===== config.mk =====
export PLATFORM = sky130hd
export DESIGN_NAME = mc_main_control_flat
export DESIGN_NICKNAME = d
export VERILOG_FILES = /design/src/rtl/mc_main_control_if.sv /design/src/rtl/mc_main_control.sv /design/src/flat_wrapper.sv
export SDC_FILE = /design/constraint.sdc
export NUM_CORES = 1
export LEC_CHECK = 0
export ABC_AREA = 1
export CAP_MARGIN = 20
export CORE_UTILIZATION = 43
export DETAILED_ROUTE_END_ITERATION = 16
export PLACE_DENSITY = 0.84
export SYNTH_ARGS = -nofsm -noshare
export SYNTH_HDL_FRONTEND = slang
export SYNTH_SLANG_ARGS = --single-unit
export TNS_END_PERCENT = 5

===== constraint.sdc =====
create_clock -name clk -period 2.5 [get_ports clk]
set_clock_uncertainty 0.15 [all_clocks]
set_input_delay 0.25 -clock clk [delete_from_list [all_inputs] [get_ports clk]]
set_output_delay 0.25 -clock clk [all_outputs]
set_load 0.02 [all_outputs]

===== src/rtl/mc_main_control_if.sv =====
// Memory handshake between the main control FSM and memory.
// master: control drives mem_read/mem_write/iord, samples mem_ready.
interface mc_main_control_if;
  logic mem_read;
  logic mem_write;
  logic iord;
  logic mem_ready;

  modport master (
    output mem_read,
    output mem_write,
    output iord,
    input  mem_ready
  );

  modport slave (
    input  mem_read,
    input  mem_write,
    input  iord,
    output mem_ready
  );
endinterface


===== src/rtl/mc_main_control.sv =====
// Multi-cycle MIPS main control FSM: decodes opcode/funct, drives strobes.
// Ports: clk, rst (sync high), opcode, funct, mem (handshake), strobes.
module mc_main_control #(
  parameter int RA_REG = 31
) (
  input  logic       clk,
  input  logic       rst,
  input  logic [5:0] opcode,
  input  logic [5:0] funct,
  mc_main_control_if.master mem,
  output logic       pc_write,
  output logic       pc_write_eq,
  output logic       pc_write_ne,
  output logic       ir_write,
  output logic       mem_to_reg,
  output logic       reg_write,
  output logic [1:0] reg_dst,
  output logic       alu_src_a,
  output logic [2:0] alu_src_b,
  output logic [1:0] pc_source,
  output logic [3:0] alu_op,
  output logic       illegal_op
);

  // reg_dst=2'b10 selects RA_REG in the datapath; it must be a valid index.
  if (RA_REG < 0 || RA_REG > 31) begin : g_bad_ra
    $error("RA_REG must be a register index 0..31");
  end

  localparam logic [5:0] OP_RT   = 6'b000000;
  localparam logic [5:0] OP_J    = 6'b000010;
  localparam logic [5:0] OP_JAL  = 6'b000011;
  localparam logic [5:0] OP_BEQ  = 6'b000100;
  localparam logic [5:0] OP_BNE  = 6'b000101;
  localparam logic [5:0] OP_ADDI = 6'b001000;
  localparam logic [5:0] OP_SLTI = 6'b001010;
  localparam logic [5:0] OP_SLTU = 6'b001011;
  localparam logic [5:0] OP_ANDI = 6'b001100;
  localparam logic [5:0] OP_ORI  = 6'b001101;
  localparam logic [5:0] OP_XORI = 6'b001110;
  localparam logic [5:0] OP_LUI  = 6'b001111;
  localparam logic [5:0] OP_LW   = 6'b100011;
  localparam logic [5:0] OP_SW   = 6'b101011;
  localparam logic [5:0] FN_JR   = 6'b001000;

  typedef enum logic [3:0] {
    S_FETCH, S_DECODE, S_MEMADR, S_MEMRD,
    S_MEMWB, S_MEMWR, S_RTEXEC, S_RTWB,
    S_IEXEC, S_IWB, S_BEQ, S_BNE,
    S_JUMP, S_JAL, S_JR
  } state_t;

  state_t state;
  state_t nxt;

  logic is_mem;
  logic is_rt;
  logic is_jr;
  logic is_ialu;
  logic is_legal;

  always_comb begin
    is_mem  = (opcode == OP_LW) || (opcode == OP_SW);
    is_jr   = (opcode == OP_RT) && (funct == FN_JR);
    is_rt   = (opcode == OP_RT) && (funct != FN_JR);
    is_ialu = (opcode == OP_ADDI) || (opcode == OP_SLTI) ||
              (opcode == OP_SLTU) || (opcode == OP_ANDI) ||
              (opcode == OP_ORI)  || (opcode == OP_XORI) ||
              (opcode == OP_LUI);
    is_legal = is_mem || is_jr || is_rt || is_ialu ||
               (opcode == OP_BEQ) || (opcode == OP_BNE) ||
               (opcode == OP_J)   || (opcode == OP_JAL);
  end

  // ALU setup shared by IEXEC and IWB so the result stays stable.
  logic [3:0] i_op;
  logic [2:0] i_srcb;

  always_comb begin
    i_op   = 4'b0000;
    i_srcb = 3'b010;
    case (opcode)
      OP_SLTI: i_op = 4'b0100;
      OP_SLTU: i_op = 4'b1001;
      OP_ANDI: begin i_op = 4'b0101; i_srcb = 3'b100; end
      OP_ORI:  begin i_op = 4'b0110; i_srcb = 3'b100; end
      OP_XORI: begin i_op = 4'b0111; i_srcb = 3'b100; end
      OP_LUI:  begin i_op = 4'b0011; i_srcb = 3'b100; end
      default: ;
    endcase
  end

  always_ff @(posedge clk) begin
    if (rst) state <= S_FETCH;
    else     state <= nxt;
  end

  always_comb begin
    nxt = state;
    unique case (state)
      S_FETCH:  if (mem.mem_ready) nxt = S_DECODE;
      S_DECODE: begin
        unique case (1'b1)
          is_mem:              nxt = S_MEMADR;
          is_jr:               nxt = S_JR;
          is_rt:               nxt = S_RTEXEC;
          is_ialu:             nxt = S_IEXEC;
          (opcode == OP_BEQ):  nxt = S_BEQ;
          (opcode == OP_BNE):  nxt = S_BNE;
          (opcode == OP_J):    nxt = S_JUMP;
          (opcode == OP_JAL):  nxt = S_JAL;
          default:             nxt = S_FETCH;
        endcase
      end
      S_MEMADR: nxt = (opcode == OP_LW) ? S_MEMRD : S_MEMWR;
      S_MEMRD:  if (mem.mem_ready) nxt = S_MEMWB;
      S_MEMWR:  if (mem.mem_ready) nxt = S_FETCH;
      S_RTEXEC: nxt = S_RTWB;
      S_IEXEC:  nxt = S_IWB;
      default:  nxt = S_FETCH;
    endcase
  end

  // Outputs are held at zero while rst is high, whatever the state.
  always_comb begin
    pc_write      = 1'b0;
    pc_write_eq   = 1'b0;
    pc_write_ne   = 1'b0;
    mem.iord      = 1'b0;
    mem.mem_read  = 1'b0;
    mem.mem_write = 1'b0;
    ir_write      = 1'b0;
    mem_to_reg    = 1'b0;
    reg_write     = 1'b0;
    reg_dst       = 2'b00;
    alu_src_a     = 1'b0;
    alu_src_b     = 3'b000;
    pc_source     = 2'b00;
    alu_op        = 4'b0000;
    illegal_op    = 1'b0;
    if (!rst) begin
      unique case (state)
        S_FETCH: begin
          mem.mem_read = 1'b1;
          alu_src_b    = 3'b001;
          ir_write     = mem.mem_ready;
          pc_write     = mem.mem_ready;
        end
        S_DECODE: begin
          alu_src_b  = 3'b011;
          illegal_op = !is_legal;
        end
        S_MEMADR: begin
          alu_src_a = 1'b1;
          alu_src_b = 3'b010;
        end
        S_MEMRD: begin
          mem.mem_read = 1'b1;
          mem.iord     = 1'b1;
        end
        S_MEMWB: begin
          reg_write  = 1'b1;
          mem_to_reg = 1'b1;
        end
        S_MEMWR: begin
          mem.mem_write = 1'b1;
          mem.iord      = 1'b1;
        end
        S_RTEXEC: begin
          alu_src_a = 1'b1;
          alu_op    = 4'b0010;
        end
        S_RTWB: begin
          reg_write = 1'b1;
          reg_dst   = 2'b01;
        end
        S_IEXEC: begin
          alu_src_a = 1'b1;
          alu_src_b = i_srcb;
          alu_op    = i_op;
        end
        S_IWB: begin
          reg_write = 1'b1;
          alu_src_b = i_srcb;
          alu_op    = i_op;
        end
        S_BEQ: begin
          alu_src_a   = 1'b1;
          alu_op      = 4'b0001;
          pc_source   = 2'b01;
          pc_write_eq = 1'b1;
        end
        S_BNE: begin
          alu_src_a   = 1'b1;
          alu_op      = 4'b0001;
          pc_source   = 2'b01;
          pc_write_ne = 1'b1;
        end
        S_JUMP: begin
          pc_write  = 1'b1;
          pc_source = 2'b10;
        end
        S_JAL: begin
          pc_write  = 1'b1;
          pc_source = 2'b10;
          reg_write = 1'b1;
          reg_dst   = 2'b10;
        end
        S_JR: begin
          pc_write  = 1'b1;
          pc_source = 2'b11;
        end
        default: ;
      endcase
    end
  end

endmodule


===== src/flat_wrapper.sv =====
// flat-port wrapper written by rule: the top's interface ports become plain ports
module mc_main_control_flat 
#(
  parameter int RA_REG = 31
)
  (clk, rst, opcode, funct, pc_write, pc_write_eq, pc_write_ne, ir_write, mem_to_reg, reg_write, reg_dst, alu_src_a, alu_src_b, pc_source, alu_op, illegal_op, mem_mem_read, mem_mem_write, mem_iord, mem_mem_ready);
  mc_main_control_if mem_i ();
  input  logic clk;
  input  logic rst;
  input  logic [5:0] opcode;
  input  logic [5:0] funct;
  output logic pc_write;
  output logic pc_write_eq;
  output logic pc_write_ne;
  output logic ir_write;
  output logic mem_to_reg;
  output logic reg_write;
  output logic [1:0] reg_dst;
  output logic alu_src_a;
  output logic [2:0] alu_src_b;
  output logic [1:0] pc_source;
  output logic [3:0] alu_op;
  output logic illegal_op;
  output wire logic [$bits(mem_i.mem_read)-1:0] mem_mem_read;
  output wire logic [$bits(mem_i.mem_write)-1:0] mem_mem_write;
  output wire logic [$bits(mem_i.iord)-1:0] mem_iord;
  input wire logic [$bits(mem_i.mem_ready)-1:0] mem_mem_ready;
  assign mem_mem_read = mem_i.mem_read;
  assign mem_mem_write = mem_i.mem_write;
  assign mem_iord = mem_i.iord;
  assign mem_i.mem_ready = mem_mem_ready;
  mc_main_control #(.RA_REG(RA_REG)) u_core (.clk(clk), .rst(rst), .opcode(opcode), .funct(funct), .mem(mem_i), .pc_write(pc_write), .pc_write_eq(pc_write_eq), .pc_write_ne(pc_write_ne), .ir_write(ir_write), .mem_to_reg(mem_to_reg), .reg_write(reg_write), .reg_dst(reg_dst), .alu_src_a(alu_src_a), .alu_src_b(alu_src_b), .pc_source(pc_source), .alu_op(alu_op), .illegal_op(illegal_op));
endmodule

Word level (Yosys, flattened, before mapping)

Cells that the tools add are included.

Register bits after elaboration: 4
Input port bits: 15
Logic and storage cells: 100

Eq/ne operators: 32
Muxes and demuxes: 38
Reduce and logical (&&, ||, !) cells: 29

Operators with widths:

| operator           | number |
|---|---|
| $eq 6x4->1 const B | 8 |
| $pmux 4 s8         | 1 |
| $eq 4x4->1 const B | 7 |
| $pmux 4 s7         | 1 |
| $pmux 4 s6         | 1 |
| $mux 1             | 21 |
| $eq 4x3->1 const B | 4 |
| $mux 4             | 4 |
| $logic_or 1x1->1   | 14 |
| $eq 6x2->1 const B | 2 |
| $eq 6x3->1 const B | 2 |
| $eq 6x6->1 const B | 2 |
| $pmux 3 s4         | 1 |
| $pmux 4 s3         | 1 |
| $reduce_or 2->1    | 5 |
| $mux 3             | 3 |
| $eq 4x2->1 const B | 2 |
| $reduce_or 4->1    | 2 |
| $logic_not 6->1    | 1 |
| $ne 2x2->1 const B | 3 |
| $ne 6x4->1 const B | 1 |
| $pmux 2 s3         | 1 |
| $reduce_or 5->1    | 1 |
| $eq 4x1->1 const B | 1 |
| other kinds (8)    | 10 |

Logic depth before layout (Yosys ltp)

Gate-level depths: netlist of run 1.

Depth after elaboration: 15
Gate-level depth with buffers: 9
Mapped depth without buffers: 8

Worst setup path before layout of run 1

Ideal clock, no wire load.

Path kind: register to output
Start point: reg u_core.state[0]
End point: out mem_mem_read
Arrival: 1306 ps
Data required time: 2100 ps
Setup slack: 794 ps
Cell stages (with the launch flop): 5
Path through: dfxtp_1 inv_2 nand2_4 inv_1 nor4_1

Longest elaborated chain between the ends: 4

Ends and longest elaborated chain:

| element                                       | RTL line               | source |
|---|---|---|
| start, declared                               | mc_main_control.sv:53  | `state_t state;` |
| start signal, assigned                        | mc_main_control.sv:95  | `else state <= nxt;` |
| $eq 4x2->1 or $logic_not 4->1 (tied branches) | mc_main_control.sv:142 | `unique case (state)` |
| $reduce_or 2->1 (no source line) *            | -                      |  |
| $mux 1 *                                      | mc_main_control.sv:142 |  |
| $mux 1 *                                      | mc_main_control.sv:141 | `if (!rst) begin` |
| end, declared                                 | flat_wrapper.sv:24     | `output wire logic [$bits(mem_i.mem_read)-1:0] mem_mem_read;` |

Mark *: on every way between the ends. The rest lies on a longest branch, timed or not.

Worst setup path in the final report of run 1

Start point: in opcode[0]
End point: out illegal_op

Longest elaborated chain between the ends: 15

Ends and longest elaborated chain:

| element                        | RTL line               | source |
|---|---|---|
| start, declared                | flat_wrapper.sv:10     | `input logic [5:0] opcode;` |
| $eq 6x4->1                     | mc_main_control.sv:66  | `is_ialu = (opcode == OP_ADDI) \|\| (opcode == OP_SLTI) \|\|` |
| $logic_or 1x1->1 (2 in series) | mc_main_control.sv:66  |  |
| $logic_or 1x1->1 (2 in series) | mc_main_control.sv:67  | `(opcode == OP_SLTU) \|\| (opcode == OP_ANDI) \|\|` |
| $logic_or 1x1->1 (2 in series) | mc_main_control.sv:68  | `(opcode == OP_ORI) \|\| (opcode == OP_XORI) \|\|` |
| $logic_or 1x1->1 (2 in series) | mc_main_control.sv:70  | `is_legal = is_mem \|\| is_jr \|\| is_rt \|\| is_ialu \|\|` |
| $logic_or 1x1->1 (2 in series) | mc_main_control.sv:71  | `(opcode == OP_BEQ) \|\| (opcode == OP_BNE) \|\|` |
| $logic_or 1x1->1 *             | mc_main_control.sv:72  | `(opcode == OP_J) \|\| (opcode == OP_JAL);` |
| $logic_not 1->1 *              | mc_main_control.sv:151 | `illegal_op = !is_legal;` |
| $mux 1 *                       | mc_main_control.sv:142 |  |
| $mux 1 *                       | mc_main_control.sv:141 |  |
| end, declared                  | flat_wrapper.sv:23     | `output logic illegal_op;` |

Marked as above.

==> results.py, run 1 <==
metrics = {
    "logic_synthesis": {
        "yosys.area_share.adder_pct": 0,
        "synth_nets": 159,
        "yosys.area.top_type": "nor2_1",
        "synth_top_area_share_pct": 13.8,
        "postSynthAreaPerCell_um2": 5.29,
        "synth_xor_area_share_pct": 0,
        "ys_ff_latch": 4,
        "synthCells": 144,
        "synth_cell_types": 24,
        "synth_top_family_by_area": "simple AND/OR/NAND/NOR gates",
        "synthMuxAreaShare_pct": 0,
        "yosysWarnings": 0,
        "synth_area_leaders": "nor2_1 (14%), nand2_1 (13%), dfxtp_1 (11%), inv_1 (9.9%), nand3_1 (8.5%)",
        "synthSimpleGateAreaFrac_pct": 58.8,
        "synth_compound_area_share_pct": 12.3,
        "syn-cell-area_um2": 762,
        "ys_seq_area_share_pct": 10.5,
    },
    "critical_path": {
        "crit_type": "input port to output pin",
        "end_kind": "output pin",
        "r2r_cells": 7,
        "crit_fanout": 3,
        "cp-start-kind": "input port",
        "cp.required_ns": 2.10,
        "cp.arrival_ns": 1.98,
    },
    "pwr": {
        "powerDensity_nw_per_um2": 248,
        "p_leak_nw": 0.627,
        "irDropWorstVdd_mv": 0.275,
    },
    "clocking": {
        "numCtsBuffers": 3,
        "cts_buffer_depth": 2,
        "cts_tree": "built",
        "htree_levels": 1,
        "cts_sinks": 4,
        "root_buffer": "clkbuf_4",
        "worst_skew_pair.late_latency_ns": 0.24,
        "clkTransAtPathRegs_ns": 0.04,
    },
    "hold_path": {
        "hp-class": "input port to register",
        "whs_path_depth": 2,
    },
    "routing": {
        "dr.pass1.iters": 6,
        "routed_wirelength_um": 2050,
        "viasPerCell": 4.97,
        "drt_iter0_markers": 30,
        "vias": 990,
        "drc": 0,
        "wl_per_cell_um": 10.3,
        "postRouteAntennaNets": 0,
    },
    "grt": {
        "globalRouteTotalUtil_pct": 23.8,
        "grt_max_degree": 11,
        "grt_pass1_wl_um": 3500,
        "grt_overflow": 0,
        "first_global_vias": 889,
        "antenna_found_initial": 0,
    },
    "timing": {
        "holdWs_ns": 0.283,
        "rsz0062_at_grt": "false",
        "max_slew_margin_pct": 75.7,
        "hold_viol_final": 0,
        "tightest_slew_ns": 0.364,
        "fin_crit_sh_pct": 95.2,
        "max_freq_mhz": 420,
        "drv_slew": 0,
        "final-setup-viol-count": 0,
        "tns_ns": 0,
        "timing.final.crit_period_ns": 2.38,
    },
    "cells_and_area": {
        "fillCellCount": 131,
        "max_flop_register": "u_core.state",
        "top_regs": "u_core.state: 4 flops",
        "syn_to_final_growth_pct": 54.8,
        "drive_gt1_share_pct": 19.7,
        "largest_reg_flops": 4,
        "diodes": 0,
        "fin_cells": 199,
        "nets": 200,
    },
    "die": {
        "dieArea_um2": 1940,
        "start_util_pct": 48.3,
        "die_x_um": 44.1,
        "io_pins": 37,
        "rows": 14,
        "core_region_area_um2": 1580,
        "die_h_um": 44.1,
    },
    "placement": {
        "dp.cells": 196,
        "io_buffers": 36,
        "dp.final_hpwl_um": 1730,
        "place.gp.congestion": 0.919,
    },
    "run_status": {
        "status": "completed",
    },
    "flow_run": {
        "maxCapViolCount": 0,
    },
}
==> synth_stat cells <==
master,instances
nor4_2,2
buf_4,1
o21ai_0,4
nand2_4,2
inv_1,20
nor2_2,7
buf_2,1
o211ai_1,1
nand3_2,1
o21bai_1,1
nand2_1,26
a21oi_1,8
a21oi_2,1
nor3_1,5
nor2_1,28
nand2_2,4
inv_4,3
dfxtp_1,4
inv_2,6
buf_6,1
nor4_1,1
o21ai_1,2
nor2_4,2
nand3_1,13
==> worst paths after layout <==
path,slack [ns],from,to
setup / recovery,0.12,opcode[0],illegal_op
hold / removal,0.28,rst,u_core.state[3]
setup reg to reg,1.11,u_core.state[1],u_core.state[0]
hold reg to reg,0.52,u_core.state[3],u_core.state[3]
==> through the flow <==
| stage | total power, W | area, µm² | setup WS (ns) | util, % |
|---|---|---|---|---|
| after global routing | 0.000312 | 1180 | 0.00327 | 74.8 |
| after detailed placement | 0.000210 | 1140 | 0.0195 | 72.4 |
| final | 0.000293 | 1180 | 0.121 | 74.8 |
| after CTS | 0.000299 | 1160 | 0.0201 | 73.8 |
| after floorplan | 0.000154 | 762 | 0.794 | - |
| after global placement | 0.000209 | 1140 | 0.0631 | 72.4 |
==> layer usage <==
layer	GRT usage, %	vias to the layer above	share of wire (%)
met1	29.8	424	46
li1	-	533	-
met2	40.9	31	48
met3	2.45	2	4.7
met5	0	-	0
met4	10.9	0	1.3
==> repair_timing <==
item / CTS / global route
buffers inserted: 0 / 0
hold buffers: 0 / 0
setup endpoints to repair: 0 / 6
resized for setup: 0 / 7
==> logic make-up (layout without fill, tap and decap cells) <==
| kind of cell | Yosys count | in the layout |
|---|---|---|
| compound gates | 17 | 17 |
| buf+inv | 32 | 71 |
| flops | 4 | 4 |
| simple gates | 91 | 91 |
==> critical path: stages <==
cell and delay (ns):
clkdlybuf4s50_1 0.50, inv_1 0.05, nor2_1 0.12, nand2_1 0.06, nand2_1 0.09, nand2_1 0.07
nor4_2 0.20, clkdlybuf4s50_1 0.64
==> area by class of cell <==
cell class / count / area [µm²] / area share, %
Clock buffer: 3 / 22.5 / 1.91
Tap cell: 16 / 20.0 / 1.70
Timing Repair Buffer: 39 / 395 / 33.5
Multi-Input combinational cell: 108 / 544 / 46.1
Inverter: 29 / 116 / 9.86
Sequential cell: 4 / 81.3 / 6.89
==> power breakdown <==
group	switching [W]	internal (W)	leakage, nW
clock	0.0000286	0.0000538	0.0138
combinational	0.0000747	0.0000619	0.580
sequential	0.00000634	0.0000672	0.0330
==> cell usage in the layout, fill, tap and decap left out <==
| cell type | n |
|---|---|
| nor2_1 | 27 |
| o211ai_1 | 1 |
| dfxtp_2 | 1 |
| nor2_2 | 8 |
| a21oi_1 | 8 |
| nand2_2 | 4 |
| inv_1 | 20 |
| clkbuf_4 | 3 |
| buf_4 | 3 |
| nand3_1 | 13 |
| dfxtp_1 | 3 |
| o21ai_1 | 2 |
| nand3_2 | 1 |
| o21ai_0 | 4 |
| nor4_2 | 2 |
| nand2_4 | 2 |
| o21bai_1 | 1 |
| a21oi_2 | 1 |
| inv_2 | 6 |
| dlymetal6s2s_1 | 5 |
| nor2_4 | 2 |
| clkdlybuf4s50_1 | 31 |
| nor4_1 | 1 |
| inv_4 | 3 |
| nand2_1 | 26 |
| nor3_1 | 5 |
No activity file was read; power rests on OpenSTA's default activity.
==> run 2: changes to the inputs <==
--- a/config.mk
+++ b/config.mk
@@ -7,9 +7,9 @@
 export LEC_CHECK = 0
 export ABC_AREA = 1
 export CAP_MARGIN = 20
-export CORE_UTILIZATION = 43
+export CORE_UTILIZATION = 32
 export DETAILED_ROUTE_END_ITERATION = 16
-export PLACE_DENSITY = 0.84
+export PLACE_DENSITY = 0.66
 export SYNTH_ARGS = -nofsm -noshare
 export SYNTH_HDL_FRONTEND = slang
 export SYNTH_SLANG_ARGS = --single-unit
==> run 2 against run 1 <==
  * Die area rose by 33%
  * Clock power decreased by 6.3%
  * Register-to-register slack barely moved
  * Core utilization down 21 points
  * Combinational power increased by 4%
  * Sequential share of layout area decreased by 0.12 points
  * Hold slack better by 0.25 ns
  * Critical path type unchanged
==> results.py, run 2 (same netlist as run 1, synthesis figures left out) <==
metrics = {
    "timing": {
        "drv_slew": 0,
        "timing.final.crit_period_ns": 2.41,
        "tns_ns": 0,
        "fin_crit_sh_pct": 96.6,
        "max_slew_margin_pct": 80.2,
        "max_freq_mhz": 414,
        "hold_viol_final": 0,
        "holdWs_ns": 0.531,
        "tightest_slew_ns": 0.297,
        "rsz0062_at_grt": "false",
        "final-setup-viol-count": 0,
    },
    "die": {
        "die_x_um": 50.8,
        "dieArea_um2": 2580,
        "core_region_area_um2": 2230,
        "io_pins": 37,
        "start_util_pct": 34.1,
        "rows": 17,
        "die_h_um": 50.8,
    },
    "hold_path": {
        "hp-start": "u_core.state[3]",
        "hp-class": "register to register",
    },
    "cells_and_area": {
        "multi_input_area_um2": 544,
        "drive_gt1_share_pct": 19.7,
        "regArea_um2": 81.3,
        "syn_to_final_growth_pct": 57.5,
        "diodes": 0,
        "mostFrequentLayoutCell": "clkdlybuf4s50_1",
        "post-route-cell-area_um2": 1200,
        "largest_reg_flops": 4,
        "fillCellCount": 238,
        "nets": 200,
        "top_regs": "u_core.state: 4 flops",
        "final_cell_mix": "clkdlybuf4s50_1 (34), nor2_1 (27), nand2_1 (26)",
        "max_flop_register": "u_core.state",
    },
    "clocking": {
        "htree_levels": 1,
        "cts_sinks": 4,
        "root_buffer": "clkbuf_4",
        "cts_buffer_depth": 2,
        "cts_tree": "built",
        "hold_buffers": 0,
        "worst_skew_pair.late_latency_ns": 0.23,
        "numCtsBuffers": 3,
        "clkTransAtPathRegs_ns": 0.03,
        "cts_setup_buffers": 0,
    },
    "critical_path": {
        "crit_chain": "clkdlybuf4s50_1 -> nor2_1 -> nand2_1 -> nand2_1 -> nand2_1 -> nor4_2 -> clkdlybuf4s50_1",
        "crit_type": "input port to output pin",
        "cp_slowest_stage_delay_ns": 0.65,
        "cp.required_ns": 2.10,
        "cp-startpoint": "opcode[1]",
        "cp-start-kind": "input port",
        "cp.arrival_ns": 2.01,
        "worst_path_max_delay_cell": "clkdlybuf4s50_1",
        "end_kind": "output pin",
        "crit_fanout": 6,
        "r2r_start": "u_core.state[1]",
        "crit_path_frequent_cell": "nand2_1",
    },
    "routing": {
        "viasPerCell": 4.84,
        "routed_wirelength_um": 2090,
        "drt_iter0_markers": 25,
        "drc": 0,
        "dr.pass1.iters": 4,
        "postRouteAntennaNets": 0,
        "vias": 1022,
        "wl_per_cell_um": 9.92,
    },
    "grt": {
        "busiest_layer": "met2",
        "met3_usage_pct": 0.909,
        "grt_use_met1_pct": 23.9,
        "grt.met2_usage_pct": 30.4,
        "antenna_found_initial": 0,
        "first_global_vias": 912,
        "globalRouteTotalUtil_pct": 18.3,
        "grt_max_degree": 18,
        "grt_pass1_wl_um": 3650,
        "grt_overflow": 0,
    },
    "placement": {
        "place.gp.congestion": 0.885,
        "place_area_um2": 1170,
        "io_buffers": 36,
        "dp.final_hpwl_um": 1750,
    },
    "run_status": {
        "status": "completed",
    },
    "pwr": {
        "powerDensity_nw_per_um2": 244,
        "irDropWorstVdd_mv": 0.196,
        "p_leak_nw": 0.585,
    },
    "flow_run": {
        "maxCapViolCount": 0,
    },
}
## run 2: through the flow
step	power (W)	setup slack (ns)	util [%]	instances
CTS	0.000297	0.00632	53.3	211
global route	0.000322	0.000165	53.7	211
finish	0.000293	0.0861	53.7	211
global placement	0.000213	0.0773	52.3	208
floorplan	0.000154	0.794	-	144
detailed placement	0.000215	0.00780	52.3	208
## run 2: per-layer routing
metal / part of all wire [%] / vias to the layer above
li1: - / 527
met1: 47 / 459
met2: 48 / 34
met3: 5.2 / 2
met4: 0.43 / 0
met5: 0 / -
## run 2: worst paths after layout
path	slack, ns	cells after the start	end
worst min-delay path	0.53	4	u_core.state[3]
worst max-delay path	0.09	7	illegal_op
worst min register to register	0.53	4	u_core.state[3]
worst max register to register	1.11	6	u_core.state[2]
## run 2: area by class of cell
| type | count | area share, % |
|---|---|---|
| multi-input cells | 108 | 45.4 |
| well taps | 28 | 2.92 |
| flip-flops and latches | 4 | 6.78 |
| repair buffers | 39 | 33.4 |
| inverters | 29 | 9.70 |
| clock buffers | 3 | 1.88 |
## run 2: timing repair
item | 4_1_cts | 5_1_grt
endpoints found under the setup margin | 0 | 11
hold endpoints to repair | 0 | 0
resized for setup | 0 | 4
## run 2: worst max-delay path, delay by kind of cell
kind / cells / cell delay, ns
simple gates: 5 / 0.60
buf+inv: 2 / 1.16
## run 2: where the power goes
group | switching [W] | internal, W | total [W]
registers | 0.00000670 | 0.0000672 | 0.0000739
clock network | 0.0000238 | 0.0000535 | 0.0000773
logic | 0.0000774 | 0.0000642 | 0.000142
total | 0.000108 | 0.000185 | 0.000293
==> run 3: changes to the inputs <==
--- a/config.mk
+++ b/config.mk
@@ -7,9 +7,11 @@
 export LEC_CHECK = 0
 export ABC_AREA = 1
 export CAP_MARGIN = 20
+export CORE_MARGIN = 3
 export CORE_UTILIZATION = 32
 export DETAILED_ROUTE_END_ITERATION = 16
 export PLACE_DENSITY = 0.66
+export SLEW_MARGIN = 20
 export SYNTH_ARGS = -nofsm -noshare
 export SYNTH_HDL_FRONTEND = slang
 export SYNTH_SLANG_ARGS = --single-unit
==> run 3 against run 2 <==
  * Maximum frequency increased by 0.42%
  * Critical path type unchanged
  * Die area is 16% higher
  * Sequential power about the same
  * Non-clock buffer count up 1
==> results.py, run 3 (same netlist as run 1, synthesis figures left out) <==
metrics = {
    "run_status": {
        "status": "completed",
    },
    "grt": {
        "antenna_found_initial": 0,
        "globalRouteTotalUtil_pct": 15.7,
        "grt_overflow": 0,
        "grt_pass1_wl_um": 3490,
        "first_global_vias": 872,
        "grt_max_degree": 11,
    },
    "critical_path": {
        "crit_type": "input port to output pin",
        "crit_fanout": 6,
        "cp.required_ns": 2.10,
        "crit_buf_inv": 2,
        "r2r_cells": 6,
        "cp_top_family": "buffers and inverters",
        "cp_slowest_stage_delay_ns": 0.65,
        "path_depth": 7,
        "cp.arrival_ns": 2.00,
        "end_kind": "output pin",
        "worst_path_max_delay_cell": "clkdlybuf4s50_1",
        "crit_chain": "clkdlybuf4s50_1 -> nor2_1 -> nand2_1 -> nand2_1 -> nand2_1 -> nor4_2 -> clkdlybuf4s50_1",
        "crit_path_frequent_cell": "nand2_1",
        "cp-start-kind": "input port",
    },
    "clocking": {
        "cts_tree": "built",
        "cts_sinks": 4,
        "root_buffer": "clkbuf_4",
        "worst_skew_pair.late_latency_ns": 0.23,
        "cts_buffer_depth": 2,
        "cts_setup_buffers": 0,
        "numCtsBuffers": 3,
        "htree_levels": 1,
        "clkTransAtPathRegs_ns": 0.04,
    },
    "die": {
        "die_x_um": 54.8,
        "die_h_um": 54.8,
        "start_util_pct": 34.1,
        "dieArea_um2": 3000,
        "rows": 17,
        "io_pins": 37,
        "core_region_area_um2": 2230,
    },
    "cells_and_area": {
        "final_cell_mix": "clkdlybuf4s50_1 (32), nor2_1 (27), nand2_1 (26)",
        "post-route-cell-area_um2": 1200,
        "fin_util_pct": 53.7,
        "max_flop_register": "u_core.state",
        "syn_to_final_growth_pct": 57.5,
        "diodes": 0,
        "fillCellCount": 235,
        "top_regs": "u_core.state: 4 flops",
        "largest_reg_flops": 4,
        "nets": 201,
        "mostFrequentLayoutCell": "clkdlybuf4s50_1",
        "drive_gt1_share_pct": 20.1,
    },
    "timing": {
        "tns_ns": 0,
        "max_slew_margin_pct": 80.7,
        "final-setup-viol-count": 0,
        "max_freq_mhz": 416,
        "fin_crit_sh_pct": 96.2,
        "drv_slew": 0,
        "hold_viol_final": 0,
        "tightest_slew_ns": 0.290,
        "rsz0062_at_grt": "false",
        "timing.final.crit_period_ns": 2.40,
    },
    "routing": {
        "wl_per_cell_um": 10.2,
        "dr.pass1.iters": 4,
        "postRouteAntennaNets": 0,
        "drc": 0,
        "vias": 984,
        "routed_wirelength_um": 2160,
        "viasPerCell": 4.64,
        "drt_iter0_markers": 33,
    },
    "placement": {
        "place.gp.congestion": 0.831,
        "dp.final_hpwl_um": 1850,
        "io_buffers": 36,
        "place_area_um2": 1160,
    },
    "hold_path": {
        "hp-class": "register to register",
        "whs_path_depth": 4,
    },
    "flow_run": {
        "maxCapViolCount": 0,
    },
    "pwr": {
        "powerDensity_nw_per_um2": 242,
        "irDropWorstVdd_mv": 0.215,
        "p_leak_nw": 0.620,
    },
}
==> run 3: metal layers <==
metal / track usage [%] / wire [µm] / share of wire, % / up-vias
li1: - / - / - / 530
met1: 20.8 / 1010 / 47 / 425
met5: 0 / 0 / 0 / -
met3: 1.63 / 120 / 5.6 / 2
met4: 4.98 / 5 / 0.23 / 0
met2: 26.2 / 1020 / 47 / 27
==> run 3: layout make-up <==
class	count	area [µm²]	share of cell area, %
clock buffers	3	22.5	1.88
well taps	28	35.0	2.92
inverters	29	116	9.70
flip-flops and latches	4	81.3	6.78
multi-input cells	108	544	45.4
repair buffers	40	400	33.4
==> run 3: final timing paths <==
kind / slack, ns / start / to
setup / recovery: 0.1 / opcode[1] / illegal_op
hold / removal: 0.54 / u_core.state[3] / u_core.state[3]
setup reg to reg: 1.10 / u_core.state[1] / u_core.state[2]
hold reg to reg: 0.54 / u_core.state[3] / u_core.state[3]
==> run 3: metrics by stage <==
step / hold slack [ns] / instances / worst slack, ns / power (W)
floorplan: 0.315 / 144 / 0.794 / 0.000154
global placement: 0.523 / 209 / 0.0744 / 0.000212
detailed placement: 0.528 / 209 / 0.0122 / 0.000214
CTS: 0.532 / 212 / 0.0116 / 0.000296
global route: 0.593 / 212 / 0.0101 / 0.000315
finish: 0.543 / 212 / 0.0961 / 0.000290
==> run 3: power by group <==
| part | switching (W) | internal, W | total, W |
|---|---|---|---|
| Sequential | 0.00000664 | 0.0000672 | 0.0000739 |
| Combinational | 0.0000766 | 0.0000628 | 0.000139 |
| Clock | 0.0000237 | 0.0000535 | 0.0000772 |
==> run 3: repair_timing <==
item	4_1_cts	5_1_grt
hold buffers	0	0
resized for setup	0	6
setup endpoints to repair	0	6
==> run 3: tightest hold or removal path: stages (launching register included) <==
cell	delay, ns
dfxtp_1	0.37
inv_2	0.09
nor2_2	0.05
nand2_2	0.06
a21oi_1	0.06
